File: config.mk
export PLATFORM = sky130hd
export DESIGN_NAME = uart_transmitter
export DESIGN_NICKNAME = d
export VERILOG_FILES = /design/src/rtl/uart_transmitter.sv
export SDC_FILE = /design/constraint.sdc
export NUM_CORES = 1
export LEC_CHECK = 0
export CORE_AREA = 2 2 61 78
export DETAILED_ROUTE_END_ITERATION = 10
export DIE_AREA = 0 0 63 80
export HOLD_SLACK_MARGIN = 0.05
export PLACE_DENSITY = 0.66
export SLEW_MARGIN = 25
export SYNTH_ARGS = -nofsm -noshare
export SYNTH_HDL_FRONTEND = slang
export SYNTH_SLANG_ARGS = --single-unit
File: constraint.sdc
create_clock -name clk -period 5.3 [get_ports clk]
set_input_delay 1.06 -clock clk [delete_from_list [all_inputs] [get_ports clk]]
set_output_delay 1.06 -clock clk [all_outputs]
set_load 0.01 [all_outputs]
File: src/rtl/uart_transmitter.sv
// UART transmit stage: valid/ready byte input, start + 8 data bits (LSB first),
// optional parity and 1 or 2 stop bits on a registered serial line.
module uart_transmitter #(
  parameter int CLKS_PER_BIT = 5208,
  parameter int PARITY_EN    = 0,
  parameter int PARITY_ODD   = 0,
  parameter int STOP_BITS    = 1
) (
  input  logic       clk,
  input  logic       rst,
  input  logic [7:0] tx_data,
  input  logic       tx_valid,
  output logic       tx_ready,
  output logic       tx,
  output logic       transmitting,
  output logic       transmitted
);

  localparam int             CNT_W     = $clog2(CLKS_PER_BIT);
  localparam logic [CNT_W-1:0] CNT_ZERO = {CNT_W{1'b0}};
  localparam logic [CNT_W-1:0] CNT_ONE  = CNT_W'(1);
  localparam logic [CNT_W-1:0] CNT_LAST = CNT_W'(CLKS_PER_BIT - 1);
  localparam logic [2:0]     STOP_LAST = 3'(STOP_BITS - 1);
  localparam logic           PAR_EN    = (PARITY_EN != 0);

  typedef enum logic [2:0] {
    ST_IDLE   = 3'd0,
    ST_START  = 3'd1,
    ST_DATA   = 3'd2,
    ST_PARITY = 3'd3,
    ST_STOP   = 3'd4
  } state_t;

  function automatic logic parity_bit(input logic [7:0] data);
    return (PARITY_ODD != 0) ? ~^data : ^data;
  endfunction

  state_t           state_r, state_s;
  logic [CNT_W-1:0] baud_cnt_r, baud_cnt_s;
  logic [2:0]       bit_idx_r, bit_idx_s;
  logic [7:0]       shift_r, shift_s;
  logic             parity_r, parity_s;
  logic             tx_r, tx_s;
  logic             tx_ready_r, tx_ready_s;
  logic             transmitting_r, transmitting_s;
  logic             transmitted_r, transmitted_s;
  logic             bit_end_s;

  assign bit_end_s = (baud_cnt_r == CNT_LAST);

  // State and output registers; reset aborts any frame in flight.
  always_ff @(posedge clk) begin
    if (rst) begin
      state_r        <= ST_IDLE;
      baud_cnt_r     <= CNT_ZERO;
      bit_idx_r      <= 3'd0;
      shift_r        <= 8'd0;
      parity_r       <= 1'b0;
      tx_r           <= 1'b1;
      tx_ready_r     <= 1'b1;
      transmitting_r <= 1'b0;
      transmitted_r  <= 1'b0;
    end else begin
      state_r        <= state_s;
      baud_cnt_r     <= baud_cnt_s;
      bit_idx_r      <= bit_idx_s;
      shift_r        <= shift_s;
      parity_r       <= parity_s;
      tx_r           <= tx_s;
      tx_ready_r     <= tx_ready_s;
      transmitting_r <= transmitting_s;
      transmitted_r  <= transmitted_s;
    end
  end

  // Next-state logic; tx_s is the value the line takes after the edge.
  always_comb begin
    state_s        = state_r;
    baud_cnt_s     = bit_end_s ? CNT_ZERO : (baud_cnt_r + CNT_ONE);
    bit_idx_s      = bit_idx_r;
    shift_s        = shift_r;
    parity_s       = parity_r;
    tx_s           = tx_r;
    tx_ready_s     = tx_ready_r;
    transmitting_s = transmitting_r;
    transmitted_s  = 1'b0;

    case (state_r)
      ST_IDLE: begin
        baud_cnt_s     = CNT_ZERO;
        bit_idx_s      = 3'd0;
        tx_s           = 1'b1;
        tx_ready_s     = 1'b1;
        transmitting_s = 1'b0;
        if (tx_valid && tx_ready_r) begin
          shift_s        = tx_data;
          parity_s       = parity_bit(tx_data);
          state_s        = ST_START;
          tx_s           = 1'b0;
          tx_ready_s     = 1'b0;
          transmitting_s = 1'b1;
        end else begin
          state_s = ST_IDLE;
        end
      end

      ST_START: begin
        if (bit_end_s) begin
          state_s   = ST_DATA;
          bit_idx_s = 3'd0;
          tx_s      = shift_r[0];
        end else begin
          tx_s = 1'b0;
        end
      end

      ST_DATA: begin
        if (bit_end_s) begin
          if (bit_idx_r == 3'd7) begin
            bit_idx_s = 3'd0;
            if (PAR_EN) begin
              state_s = ST_PARITY;
              tx_s    = parity_r;
            end else begin
              state_s = ST_STOP;
              tx_s    = 1'b1;
            end
          end else begin
            // Bit 1 of the current shift value becomes bit 0 after the shift.
            bit_idx_s = bit_idx_r + 3'd1;
            shift_s   = {1'b0, shift_r[7:1]};
            tx_s      = shift_r[1];
          end
        end else begin
          tx_s = shift_r[0];
        end
      end

      ST_PARITY: begin
        if (bit_end_s) begin
          state_s   = ST_STOP;
          bit_idx_s = 3'd0;
          tx_s      = 1'b1;
        end else begin
          tx_s = parity_r;
        end
      end

      ST_STOP: begin
        tx_s = 1'b1;
        if (bit_end_s) begin
          if (bit_idx_r == STOP_LAST) begin
            state_s        = ST_IDLE;
            bit_idx_s      = 3'd0;
            tx_ready_s     = 1'b1;
            transmitting_s = 1'b0;
            transmitted_s  = 1'b1;
          end else begin
            bit_idx_s = bit_idx_r + 3'd1;
          end
        end else begin
          bit_idx_s = bit_idx_r;
        end
      end

      default: begin
        state_s        = ST_IDLE;
        baud_cnt_s     = CNT_ZERO;
        bit_idx_s      = 3'd0;
        tx_s           = 1'b1;
        tx_ready_s     = 1'b1;
        transmitting_s = 1'b0;
      end
    endcase
  end

  assign tx_ready     = tx_ready_r;
  assign tx           = tx_r;
  assign transmitting = transmitting_r;
  assign transmitted  = transmitted_r;

endmodule

## After elaboration in Yosys (flattened, before gate mapping)

Index checks and enable logic that the tools add are counted.

| storage, ports and cells | value |
|---|---|
| register bits after elaboration | 32 |
| input bits | 11 |

| operators by class | value |
|---|---|
| eq/ne operators | 15 |
| muxes and demuxes | 32 |
| bitwise gates (word level) | 4 |
| reduce and logical (&&, ||, !) cells | 15 |
| $add $sub $neg | 2 |

Operators with widths:

| cell | number |
|---|---|
| $mux W3 | 11 |
| $mux W8 | 3 |
| $ne A2 B2 Y1 const B | 8 |
| $pmux W8 S2 | 1 |
| $pmux W3 S5 | 1 |
| $add A13 B1 Y13 const B | 1 |
| $eq A13 B13 Y1 const B | 1 |
| $mux W1 | 12 |
| $pmux W3 S3 | 1 |
| $reduce_or A3 Y1 | 3 |
| $reduce_xor A8 Y1 | 1 |
| $eq A3 B2 Y1 const B | 2 |
| $eq A3 B3 Y1 const B | 2 |
| $logic_not A3 Y1 | 2 |
| $pmux W1 S3 | 2 |
| $reduce_and A3 Y1 | 2 |
| $reduce_and A6 Y1 | 1 |
| $not A1 Y1 | 4 |
| $pmux W1 S4 | 1 |
| $reduce_and A4 Y1 | 1 |
| $reduce_or A4 Y1 | 1 |
| $add A3 B1 Y3 const B | 1 |
| $eq A3 B1 Y1 const B | 1 |
| $ne A2 B1 Y1 const B | 1 |
| other kinds (4) | 4 |

## Depth between registers and ports, before layout

| depth | value |
|---|---|
| depth in word-level cells | 4 |
| gate-level depth with buffers | 6 |
| depth with buffers taken out | 6 |

## Least setup slack after synthesis

OpenSTA, ideal clock, no wires.

| timing | value |
|---|---|
| path kind | input-to-reg |
| start point | input tx_valid |
| end point | register shift_r[5] |
| required time | 5,230 ps |
| setup slack | 3,279 ps |
| path buffers | 1 |
| setup time | 70 ps |
| cell stages on the path | 5 |
| arrival time | 1,951 ps |
| path through | nand2_1 o22a_4 buf_6 or3_1 a21oi_1 |

| between the ends | value |
|---|---|
| cells in the longest elaborated chain, start to end | 3 |

Ends and longest elaborated chain:

| element | line | RTL |
|---|---|---|
| from (decl) | 12 | `input logic tx_valid,` |
| $logic_and A1 B1 Y1 | 95 | `if (tx_valid && tx_ready_r) begin` |
| $ne A2 B2 Y1 (no line) | - |  |
| $reduce_and A4 Y1 (no line) | - |  |
| to (signal assigned) | 67 | `shift_r <= shift_s;` |
| to (decl) | 41 | `logic [7:0] shift_r, shift_s;` |

No other way between the ends.
A chain may end at the register's enable or synchronous reset.

## Worst setup path in the final report

| timing | value |
|---|---|
| start point | input rst |
| end point | register baud_cnt_r[7] |

| between the ends | value |
|---|---|
| cells in the longest elaborated chain, start to end | 1 |

Ends and longest elaborated chain:

| element | line | RTL |
|---|---|---|
| from (decl) | 10 | `input logic rst,` |
| $reduce_or A3 Y1 (no line) | - |  |
| to (signal assigned) | 65 | `baud_cnt_r <= baud_cnt_s;` |
| to (decl) | 39 | `logic [CNT_W-1:0] baud_cnt_r, baud_cnt_s;` |

No other way between the ends.

==> qor.log <==
qor: clock_network.worstSkewPairLatency 280 ps
qor: logic_synthesis.syn_area 1672 µm²
qor: detailed_routing.vias_per_cell 5.284
qor: detailed_routing.wirelength 3265 µm
qor: cells_and_area.layout-drive-gt1-share 0.06796
qor: logic_synthesis.synth-warning-count 0
qor: sta.min_clock_period_post_route 2562 ps
qor: clock_network.cts.clk_slew.worst_paths 70 ps
qor: sta.worst-slew-pin-transition 788.8 ps
qor: worst_setup_path.critical_path_class input port to flop
qor: floorplan.initial_utilization 0.3896
qor: logic_synthesis.synth.mux.area_fraction 0.05464
qor: logic_synthesis.synth_seq_area_share 0.3832
qor: cells_and_area.final_cells 264
qor: logic_synthesis.synthesis.nets 208
qor: detailed_routing.route.detailed.drc 0
qor: logic_synthesis.netlist_top_cells_count sky130_fd_sc_hd__dfxtp_1 (32), sky130_fd_sc_hd__nor2_1 (22), sky130_fd_sc_hd__xnor2_1 (15), sky130_fd_sc_hd__a21oi_1 (13)
qor: cells_and_area.area_used_by_multi_input_combinational_logic 948.4 µm²
qor: worst_setup_path.setup.worst_path.end_class flop
qor: outcome.outcome finished clean
qor: worst_setup_path.cp.arrival 2770 ps
qor: clock_network.htreeDepth 2
qor: detailed_routing.drt-initial-drc-count 72
qor: global_route.grt_start_max_net_pins 23
qor: logic_synthesis.yosys.area.top_type sky130_fd_sc_hd__dfxtp_1
qor: cells_and_area.fillers 440
qor: clock_network.cts_buffer_depth 2
qor: worst_setup_path.crit_path_cell_trace clkdlybuf4s50_1 -> or3_1 -> nor2_1
qor: global_route.first_pass_grt_wire_length 5796 µm
qor: floorplan.core_region_area 4290 µm²
qor: sta.totalNegativeSetupSlack 0 ps
qor: flow_run.cap_viol_max_count 0
qor: detailed_routing.first_pass_iters 4
qor: logic_synthesis.async_reset_ff_frac 0
qor: place.dp_hpwl 2302 µm
qor: logic_synthesis.postSynthRegisterBits 32
qor: logic_synthesis.post_synth_num_cell_types 41
qor: logic_synthesis.synth.avg_cell_area 8.661 µm²
qor: logic_synthesis.number_of_standard_cells_after_synthesis 193
qor: min_path.worst_hold_path_type flop to flop
qor: logic_synthesis.synthDominantCellAreaShare 0.3832
qor: floorplan.die_w 63 µm
qor: sta.final.setup_skew 7.398 ps
qor: cells_and_area.finish.net_count 220
qor: worst_setup_path.cp-start-kind input port
qor: sta.timing.final.max_slew_violations 0
qor: logic_synthesis.synth_most_common_cell sky130_fd_sc_hd__dfxtp_1
qor: cells_and_area.diodes 0
qor: clock_network.numCtsBuffers 5
qor: logic_synthesis.yosys-top-cells-area sky130_fd_sc_hd__dfxtp_1 (38%), sky130_fd_sc_hd__xnor2_1 (7.9%), sky130_fd_sc_hd__nor2_1 (4.9%)
qor: logic_synthesis.synth_enable_flop_cells 0
qor: global_route.antenna_violations_before_repair 0
qor: place.gpl.final_weighted_congestion 0.8136
qor: sta.unrepaired_setup_endpoints_after_global_routing false
qor: sta.slew_headroom 0.4725
qor: clock_network.clock_tree.root_cell sky130_fd_sc_hd__clkbuf_8
qor: logic_synthesis.post_synth_fa_ha_maj_area_fraction 0.02994
qor: detailed_routing.detail-route-antenna-nets 0
qor: logic_synthesis.synth_xor_xnor_area_share 0.09431
qor: floorplan.die_h 80 µm
qor: clock_network.tritoncts built
qor: power_and_ir_drop.static-leakage-power 0.0006867 µW
qor: worst_setup_path.max_stage_delay_on_crit_path 810 ps
qor: clock_network.cts_hold_bufs 0
qor: clock_network.cts_setup_buffers 0
qor: sta.fmax 390.3 MHz
qor: sta.layout_worst_path_cycle_share 0.4834
qor: sta.final-hold-violation-count 0
qor: place.place.detailed.instances 256
qor: global_route.global_route.usage.total 0.1444
qor: worst_setup_path.cp_max_fanout 22
qor: detailed_routing.wire_per_inst 12.37 µm
qor: global_route.grt_pass1_vias 1322
qor: power_and_ir_drop.powerDensity 276.0 nW/µm²
qor: cells_and_area.area.sequential 640.6 µm²
qor: worst_setup_path.cp.required 5510 ps
qor: power_and_ir_drop.ir_drop 0.0001424 V
qor: floorplan.row_count 27
qor: sta.setup-violations-final 0
qor: worst_setup_path.critical-path-slowest-cell sky130_fd_sc_hd__clkdlybuf4s50_1
qor: clock_network.post_cts_resized 0
qor: place.buffer_ports.inserted 14
qor: logic_synthesis.predominant_post_synthesis_flop_cell sky130_fd_sc_hd__dfxtp_1
qor: clock_network.clock_sinks 32
qor: logic_synthesis.synth_top_family_by_area simple AND/OR/NAND/NOR gates
qor: logic_synthesis.post_synth_and_or_nand_nor_area_fraction 0.2275
qor: detailed_routing.routed-via-count 1395
qor: global_route.grt_overflow_total 0
qor: logic_synthesis.synth_compound_gate_area_share 0.1572
qor: cells_and_area.syn_to_final_growth 16.47%
qor: floorplan.die-area 5040 µm²
qor: floorplan.pin_count 15
-- registers in the layout (all words and copies together), names as in the netlist --
signal and flops:
baud_cnt_r 13, bit_idx_r 3, parity_r 1, shift_r 8, state_r 3, transmitted 1
transmitting 1, tx 1, tx_ready 1
-- cell type report --
cell class                 count  area share
sequential                    32      0.3290
tap                           58     0.03728
clock buffer                   6     0.03728
clock inverter                 2     0.01799
timing repair buffer          14     0.07198
inverter                      10     0.01928
multi-input combinational    142      0.4871
-- power by group --
part	switching (µW)	internal, µW
combinational	27.4	28.1
sequential	5.83	249
clock	87.6	139
total	121	416
-- path summary, 6_finish.rpt --
kind              slack [ps]  cells past startpoint                        end                      start
setup / recovery        2740                      3   baud_cnt_r[7]$_SDFF_PP0_                        rst
hold / removal           470                      2  bit_idx_r[0]$_SDFFE_PP0P_  bit_idx_r[0]$_SDFFE_PP0P_
setup reg to reg        3040                      4    shift_r[3]$_SDFFE_PP0P_    state_r[1]$_SDFFE_PP0P_
hold reg to reg          470                      2  bit_idx_r[0]$_SDFFE_PP0P_  bit_idx_r[0]$_SDFFE_PP0P_
-- per-layer routing --
layer / GRT usage / routed length (µm) / vias to the layer above
met5: 0 / 0 / -
met4: 0.06000 / 55 / 0
met3: 0.04231 / 124 / 6
met2: 0.2628 / 1696 / 23
met1: 0.1546 / 1389 / 660
li1: - / - / 706
-- cell families after synthesis --
kind of cell | after synthesis
buffers and inverters | 19
and+or+nand+nor | 71
DFF | 32
adders and majority gates | 4
AOI/OAI and AO/OA | 40
muxes | 9
xor gates and xnor gates | 18
-- worst max-delay path: cells and delay by family --
kind	cells	cell delay (ps)
and+or+nand+nor	2	890
buffers and inverters	1	810
-- stage by stage --
stage / total power (µW) / utilization / hold WS [ps] / instance area [µm²] / worst slack [ps]
CTS: 544.2 / 0.4523 / 473.2 / 1941 / 2713
global route: 566.3 / 0.4538 / 500.7 / 1947 / 2572
floorplan: 297.3 / - / 429.5 / 1672 / 3279
detailed placement: 315.9 / 0.4272 / 452.2 / 1833 / 2411
finish: 537.3 / 0.4538 / 472.4 / 1947 / 2738
global placement: 314.8 / 0.4272 / 442.3 / 1833 / 2448
-- cell usage in the layout (no fill, tap or decap), drive strengths merged, types with 6 or more instances in the layout --
cell type,synthesis,layout
nand2,9,9
a21oi,13,13
xnor2,15,15
nor2,22,22
o21ai,10,10
inv,10,10
mux2i,8,8
clkdlybuf4s50,0,14
dfxtp,32,32
clkbuf,6,6
or3,9,9
Note: power is estimated with default switching activity, not from simulation.
